[src/rtl/fifo_wr_arbiter_if.sv]
// Write-side bundle between N producers, the arbiter and one FIFO write port.
// master = arbiter view, slave = producers/FIFO view.
interface fifo_wr_arbiter_if #(
  parameter int N = 4,
  parameter int W = 32
);
  localparam int IW = (N > 1) ? $clog2(N) : 1;

  logic [N-1:0]         req_valid;
  logic [N-1:0][W-1:0]  req_data;
  logic [N-1:0]         req_ready;
  logic                 fifo_full;
  logic                 fifo_wrt_en;
  logic [W-1:0]         fifo_data;
  logic                 grant_valid;
  logic [IW-1:0]        grant_id;

  modport master (
    input  req_valid, req_data, fifo_full,
    output req_ready, fifo_wrt_en, fifo_data, grant_valid, grant_id
  );

  modport slave (
    output req_valid, req_data, fifo_full,
    input  req_ready, fifo_wrt_en, fifo_data, grant_valid, grant_id
  );
endinterface

[src/rtl/fifo_wr_arbiter.sv]
// Round-robin arbiter sharing one FIFO write port among N producers; a grant is
// held for up to BURST beats, stalls on fifo_full and releases early on req drop.
module fifo_wr_arbiter #(
  parameter int N     = 4,
  parameter int W     = 32,
  parameter int BURST = 4
) (
  input  logic              clk,
  input  logic              rst,
  fifo_wr_arbiter_if.master bus
);
  localparam int IW = (N > 1) ? $clog2(N) : 1;
  localparam int BW = (BURST > 1) ? $clog2(BURST) : 1;

  typedef enum logic {IDLE, LOCKED} state_t;

  state_t        state_q, state_d;
  logic [IW-1:0] rr_ptr_q, rr_ptr_d, owner_q, owner_d;
  logic [IW-1:0] winner, nxt_ptr, idx;
  logic [BW-1:0] beat_cnt_q, beat_cnt_d;
  logic          found, beat, last;

  // Search upward from rr_ptr, wrapping at N (N need not be a power of two).
  always_comb begin
    winner = rr_ptr_q;
    found  = 1'b0;
    idx    = rr_ptr_q;
    for (int k = 0; k < N; k++) begin
      if (!found && bus.req_valid[idx]) begin
        found  = 1'b1;
        winner = idx;
      end
      idx = (idx == IW'(N-1)) ? '0 : idx + 1'b1;
    end
  end

  assign nxt_ptr = (owner_q == IW'(N-1)) ? '0 : owner_q + 1'b1;
  assign beat    = (state_q == LOCKED) && bus.req_valid[owner_q] && !bus.fifo_full;
  assign last    = (beat_cnt_q == BW'(BURST-1));

  always_comb begin
    state_d    = state_q;
    rr_ptr_d   = rr_ptr_q;
    owner_d    = owner_q;
    beat_cnt_d = beat_cnt_q;
    if (state_q == IDLE) begin
      if (|bus.req_valid) begin
        state_d    = LOCKED;
        owner_d    = winner;
        beat_cnt_d = '0;
      end
    end else if (beat ? last : !bus.req_valid[owner_q]) begin
      // Burst finished or owner went quiet; full with valid still set just holds.
      state_d  = IDLE;
      rr_ptr_d = nxt_ptr;
    end else if (beat) begin
      beat_cnt_d = beat_cnt_q + 1'b1;
    end
  end

  always_ff @(posedge clk or posedge rst) begin
    if (rst) begin
      state_q    <= IDLE;
      rr_ptr_q   <= '0;
      owner_q    <= '0;
      beat_cnt_q <= '0;
    end else begin
      state_q    <= state_d;
      rr_ptr_q   <= rr_ptr_d;
      owner_q    <= owner_d;
      beat_cnt_q <= beat_cnt_d;
    end
  end

  always_comb begin
    bus.req_ready   = '0;
    bus.fifo_wrt_en = 1'b0;
    bus.fifo_data   = '0;
    bus.grant_valid = 1'b0;
    bus.grant_id    = '0;
    if (state_q == LOCKED) begin
      bus.grant_valid        = 1'b1;
      bus.grant_id           = owner_q;
      bus.req_ready[owner_q] = !bus.fifo_full;
      bus.fifo_data          = bus.req_data[owner_q];
      bus.fifo_wrt_en        = beat;
    end
  end
endmodule

[src/flat_wrapper.sv]
// flat-port wrapper written by rule: the top's interface ports become plain ports
module fifo_wr_arbiter_flat 
#(
  parameter int N     = 4,
  parameter int W     = 32,
  parameter int BURST = 4
)
  (clk, rst, bus_req_valid, bus_req_data, bus_fifo_full, bus_req_ready, bus_fifo_wrt_en, bus_fifo_data, bus_grant_valid, bus_grant_id);
  fifo_wr_arbiter_if #(.N(N), .W(W)) bus_i ();
  input  logic clk;
  input  logic rst;
  input wire logic [$bits(bus_i.req_valid)-1:0] bus_req_valid;
  input wire logic [$bits(bus_i.req_data)-1:0] bus_req_data;
  input wire logic [$bits(bus_i.fifo_full)-1:0] bus_fifo_full;
  output wire logic [$bits(bus_i.req_ready)-1:0] bus_req_ready;
  output wire logic [$bits(bus_i.fifo_wrt_en)-1:0] bus_fifo_wrt_en;
  output wire logic [$bits(bus_i.fifo_data)-1:0] bus_fifo_data;
  output wire logic [$bits(bus_i.grant_valid)-1:0] bus_grant_valid;
  output wire logic [$bits(bus_i.grant_id)-1:0] bus_grant_id;
  assign bus_i.req_valid = bus_req_valid;
  assign bus_i.req_data = bus_req_data;
  assign bus_i.fifo_full = bus_fifo_full;
  assign bus_req_ready = bus_i.req_ready;
  assign bus_fifo_wrt_en = bus_i.fifo_wrt_en;
  assign bus_fifo_data = bus_i.fifo_data;
  assign bus_grant_valid = bus_i.grant_valid;
  assign bus_grant_id = bus_i.grant_id;
  fifo_wr_arbiter #(.N(N), .W(W), .BURST(BURST)) u_core (.clk(clk), .rst(rst), .bus(bus_i));
endmodule
[config.mk]
export PLATFORM = sky130hd
export DESIGN_NAME = fifo_wr_arbiter_flat
export DESIGN_NICKNAME = d
export VERILOG_FILES = /design/src/rtl/fifo_wr_arbiter_if.sv /design/src/rtl/fifo_wr_arbiter.sv /design/src/flat_wrapper.sv
export SDC_FILE = /design/constraint.sdc
export NUM_CORES = 1
export LEC_CHECK = 0
export BUFFER_PORTS_ARGS = -buffer_cell sky130_fd_sc_hd__buf_2
export CAP_MARGIN = 10
export CORE_MARGIN = 8
export CORE_UTILIZATION = 33
export CTS_CLUSTER_SIZE = 8
export DETAILED_ROUTE_END_ITERATION = 6
export PLACE_DENSITY_LB_ADDON = 0.05
export RECOVER_POWER = 100
export SETUP_SLACK_MARGIN = 0.2
export SYNTH_ARGS = -nofsm -noshare
export SYNTH_HDL_FRONTEND = slang
export SYNTH_SLANG_ARGS = --single-unit
[constraint.sdc]
create_clock -name clk -period 2.2 [get_ports clk]
set_clock_uncertainty 0.1 [all_clocks]
set_input_delay 0.44 -clock clk [delete_from_list [all_inputs] [get_ports clk]]
set_output_delay 0.44 -clock clk [all_outputs]
set_load 0.01 [all_outputs]
# Word level (Yosys, flattened, before mapping)
# Cells that the tools add are included.
totals:
  word_cells: 77
  inputBits: 135
  ff_bits: 7
classes:
  n_lt_le_gt_ge: 6
  n_eq_ne: 7
  n_reduce_logical: 16
  n_bitwise: 2
  n_addsub: 5
  muxes: 37
op_table:
  columns: ["op", "n"]
  rows:
  - ["$bmux 32 s2", 1]
  - ["$mux 32", 2]
  - ["$mux 2", 12]
  - ["$lt 2x3->1 const B", 5]
  - ["$mux 1", 15]
  - ["$add 2x1->2 const B", 5]
  - ["$bmux 1 s2", 5]
  - ["$eq 2x2->1 const B", 5]
  - ["$logic_and 1x1->1", 6]
  - ["$logic_not 1->1", 5]
  - ["$and 4x4->4", 1]
  - ["$mux 4", 1]
  - ["$ne 2x2->1 const B", 2]
  - ["$reduce_and 2->1", 2]
  - ["$reduce_or 4->1", 1]
  - ["$reduce_and 3->1", 1]
  - ["$demux 1 s2", 1]
  - ["$ge 2x1->1 const B", 1]
  - ["$reduce_bool 2->1", 1]
  - ["$not 1->1", 1]

# Logic depth before layout (Yosys ltp)
depth:
  word_depth: 12
  ltp_mapped: 7
  ltp_nobuf: 6

# Least setup slack after synthesis
# No wires, ideal clock.
synth_timing:
  kind: "flip-flop to flip-flop"
  start: "register u_core.rr_ptr_q[0]"
  end: "register u_core.owner_q[1]"
  setup_slack_ps: -114
  stages_incl_launch_ff: 8
  arrival_ps: 2093
  path_buffers: 1
  t_required_ps: 1979
  cell_sequence: "dfrtp_1 > ha_1 > buf_6 > mux4_2 > or2_0 > and4bb_1 > a21oi_1 > a22o_1"
synth_between:
  elab_chain_len: 12
  word_cells_on_any_way: 29
  classes_between: "add/sub: 3; eq/ne: 3; mux: 17; reduce/logical: 6"
synth_lines:
  columns: ["element", "line", "rtl"]
  rows:
  - ["start, declared", "fifo_wr_arbiter.sv:18", "logic [IW-1:0] rr_ptr_q, rr_ptr_d, owner_q, owner_d;"]
  - ["start signal, assigned", "fifo_wr_arbiter.sv:69", "rr_ptr_q <= rr_ptr_d;"]
  - ["parallel branches: the longest is 11 deep, another holds $add 2x1->2", null, null]
  - ["$mux 2 (*)", "fifo_wr_arbiter.sv:29", "if (!found && bus.req_valid[idx]) begin"]
  - ["end signal, assigned", "fifo_wr_arbiter.sv:70", "owner_q <= owner_d;"]
  - ["end, declared", "fifo_wr_arbiter.sv:18", null]
# Every way passes the cells marked *. The select of a mux whose other input is x is not followed.
# A chain may end at the register's enable or synchronous reset.

# Worst setup path after layout
# Ends and elaborated chain as after synthesis.

==> results.md <==
* Reg-to-reg critical path startpoint: u_core.rr_ptr_q[0]$_DFFE_PP0P_
* Share of async-settable or async-resettable flops after synthesis at 1.00
* Transition at the pin with the smallest max-transition slack at 0.570 ns
* Crit-path max FO at 3
* Overall power consumption at 3.97 mW
* XOR/XNOR share of the synthesized area at 0.0101
* Startpoint types: flop
* Overall routing resource usage at 0.184
* Most frequent cells after synthesis: sky130_fd_sc_hd__and2_1, sky130_fd_sc_hd__mux4_2, sky130_fd_sc_hd__a21oi_1, sky130_fd_sc_hd__buf_2, sky130_fd_sc_hd__clkbuf_1
* Final HPWL from detailed placement at 6720 um
* Top cell type's share of synthesized area at 0.455
* Part of the cycle the worst path needs at 1.01
* Cell with the largest stage delay on the worst path: sky130_fd_sc_hd__mux4_2
* Post-synthesis mux area share at 0.479
* Power per cell area at 1310 nW/um2
* Most frequent cell after synthesis: sky130_fd_sc_hd__and2_1
* Most common flop cell mapped by yosys: sky130_fd_sc_hd__dfrtp_1
* Number of nets with antenna violations after routing at 0
* Highest achievable clock rate at 451 MHz
* Die height at 88.5 um
* Buffers on Ports at 174
* Synth area leaders: sky130_fd_sc_hd__mux4_2, sky130_fd_sc_hd__and2_1, sky130_fd_sc_hd__dfrtp_1, sky130_fd_sc_hd__ha_1, sky130_fd_sc_hd__a21oi_1
* R2R Path End: u_core.owner_q[1]$_DFFE_PP0P_
* Via count of the first global-routing pass at 2167
* Global-route wire length before repair at 11400 um
* Fin Setup TNS at -0.0172 ns
* DRC errors left at 0
* Post-synth EDFFs at 0
* Average instance area after synthesis at 10.5 um2
* Placeable Area at 5070 um2
* Clock edge transition at the registers on the reported setup and hold paths at 0.04 ns
* Width of the chip at 88.5 um
* Gate count after technology mapping at 165
* Reg2Reg Setup Slack at -0.02 ns
* RSZ-0062 raised after global routing: true
* Final number of max-transition violations at 0
* Count of max-cap constraint violations at 0
* Number of different library cells in the post-synthesis netlist at 40
* Number of placement rows at 26
* Count of yosys warnings during synthesis at 0
* Adder-cell share of the synthesized area at 0.0433
* H-tree levels at 1
* Arrival @ worst endpoint at 2.23 ns
* Count of final setup violators at 1
* Number of cells on the worst reg-to-reg path at 6
* Critical Path RT at 2.21 ns
* Placer's final routability congestion estimate at 0.845
* Final worst setup slack at -0.0172 ns
* Cells along the critical path: ha_4 > mux4_2 > or2_1 > and4bb_1 > a21oi_1 > a22o_1
* Worst setup path category: flop to flop
* Compound-gate portion of the synthesized area at 0.0808
* Global-route congestion overflow total at 0
* Fillers at 455
* Initial antenna violation count at 0
* Count of TritonRoute iterations in the first routing pass at 4
* Iteration-0 DRC count of the detailed router at 103
* Area of the die at 7830 um2
* Number of diodes at 0
* Insertion delay to the later sink of the worst-skew pair at 0.23 ns
* Simple-gate portion of the synthesized area at 0.222
* Lkg Pwr at 1.52 nW
* Portion of the post-synthesis area used by sequential elements at 0.101
* Count of clock tree sinks at 7
* Dominant cell type by area after synthesis: sky130_fd_sc_hd__mux4_2
* Largest net degree at the start of global routing at 36
* Largest buffer count on any clock path at 2
* Count of state elements after synthesis at 7
* Instance area at placement at 2770 um2
* Number of buffers inserted during clock tree synthesis at 3
* TritonCTS clock tree: yes
* Post-DR vias/cell at 5.03
* Post-synthesis instance area at 1730 um2
* Critical path endpoint category: flop
* Detailed-route via count at 2089
* Post-route minimum period at 2.22 ns
* Largest stage delay, worst path at 0.50 ns
* Worst voltage drop across the vdd grid at 741 uV
* Boundary pin count at 175
* Final Hold Fails at 0
* P&R area growth vs syn at 74.9%
* Class of the tightest hold or removal check: input pin to asynchronous set/reset pin
* Failing checks: negative setup slack
* Cell at the root of the clock tree: sky130_fd_sc_hd__clkbuf_8
* Post-synth net total at 306
* Non-Filler Cell Area, Final at 3030 um2
* Initial core utilization at 0.342
* Layout Nets at 487
* Post-detailed-route wirelength per cell at 18.7 um
* Run status: finished, violations left
* Share of post-route cells with drive strength above 1 at 0.748
* Routed wire length at 7750 um
* Headroom to the max-slew limit at 0.620
* Combinational family with the most area after synthesis: multiplexers
[cell usage in the layout (no fill, tap or decap), types with 2 or more instances in the layout]
cell                       instances
sky130_fd_sc_hd__nand3_1           4
sky130_fd_sc_hd__mux2i_1           2
sky130_fd_sc_hd__nor2b_1           3
sky130_fd_sc_hd__buf_4            14
sky130_fd_sc_hd__buf_2           152
sky130_fd_sc_hd__clkbuf_8          3
sky130_fd_sc_hd__nand2b_1          4
sky130_fd_sc_hd__buf_6            19
sky130_fd_sc_hd__ha_1              4
sky130_fd_sc_hd__nand2_1           2
sky130_fd_sc_hd__and2_4           22
sky130_fd_sc_hd__o21ai_0           3
sky130_fd_sc_hd__a21oi_1           8
sky130_fd_sc_hd__mux4_2           35
sky130_fd_sc_hd__clkbuf_1          3
sky130_fd_sc_hd__buf_12            3
sky130_fd_sc_hd__nor2_1            6
sky130_fd_sc_hd__dfrtp_1           6
sky130_fd_sc_hd__inv_1             6
sky130_fd_sc_hd__nor3_1            2
sky130_fd_sc_hd__or2_1             2
sky130_fd_sc_hd__and2_1           15
[final cells by class]
cell class / count / area (um2) / share of cell area
Inverter: 7 / 26.3 / 0.00866
Clock inverter: 1 / 5.00 / 0.00165
Tap cell: 70 / 87.6 / 0.0289
Sequential cell: 7 / 176 / 0.0582
Multi-Input combinational cell: 133 / 1520 / 0.500
Timing Repair Buffer: 194 / 1180 / 0.389
Clock buffer: 3 / 41.3 / 0.0136
[what timing repair did]
item | 4_1_cts | 5_1_grt
buffers inserted | 0 | 4
hold buffers | 0 | 0
resized for setup | 14 | 33
endpoints found under the setup margin | 36 | 38
pin swaps | 2 | 1
[report_power, final]
| group | total [mW] | internal [mW] | leakage, nW | switching [mW] |
|---|---|---|---|---|
| combinational | 3.52 | 2.07 | 1.41 | 1.45 |
| clock | 0.180 | 0.123 | 0.0255 | 0.0576 |
| sequential | 0.269 | 0.193 | 0.0842 | 0.0763 |
[state kept, by name (all words and copies together) (netlist names)]
name and cells:
u_core.state_q 1, u_core.beat_cnt_q 2, u_core.rr_ptr_q 2, u_core.owner_q 2
[worst max-delay path by stage]
| stage | from | to | slack [ns] | depth (start not counted) |
|---|---|---|---|---|
| finish | u_core.rr_ptr_q[0]$_DFFE_PP0P_ | u_core.owner_q[1]$_DFFE_PP0P_ | -0.02 | 6 |
| global route | u_core.rr_ptr_q[0]$_DFFE_PP0P_ | u_core.owner_q[1]$_DFFE_PP0P_ | -0.08 | 6 |
| CTS | u_core.owner_q[0]$_DFFE_PP0P_ | bus_fifo_data[0] | -0.002 | 4 |
| detailed placement | u_core.rr_ptr_q[1]$_DFFE_PP0P_ | u_core.owner_q[1]$_DFFE_PP0P_ | -0.02 | 6 |
| global placement | u_core.rr_ptr_q[1]$_DFFE_PP0P_ | u_core.owner_q[1]$_DFFE_PP0P_ | 0.004 | 6 |
| floorplan | u_core.rr_ptr_q[0]$_DFFE_PP0P_ | u_core.owner_q[1]$_DFFE_PP0P_ | -0.09 | 7 |
[layer usage]
layer  wire (um)  track usage
met5           0            0
met4         180       0.0476
met3         796       0.0501
met2        4090        0.334
met1        2690        0.205
[worst max-delay path, delay by kind of cell (launching register included)]
family	cells	cell delay, ns
fa+ha+maj	1	0.29
simple gates	2	0.55
flops	1	0.40
compound gates	2	0.26
mux	1	0.50
[logic make-up after synthesis]
family	Yosys count
compound gates	22
simple gates	64
fa+ha+maj	6
flops	7
xor+xnor	2
buf+inv	25
mux	39
[per-stage QoR]
stage                     setup slack (ns)  instances  hold slack (ns)  utilization
final                              -0.0172        415           0.0400        0.598
after global routing               -0.0842        415           0.0589        0.598
after CTS                         -0.00224        411           0.0505        0.567
after detailed placement           -0.0230        407            0.293        0.545
after global placement             0.00408        407            0.287        0.545
after floorplan                    -0.0871        165            0.143            -
(Power assumes the default switching activity.)
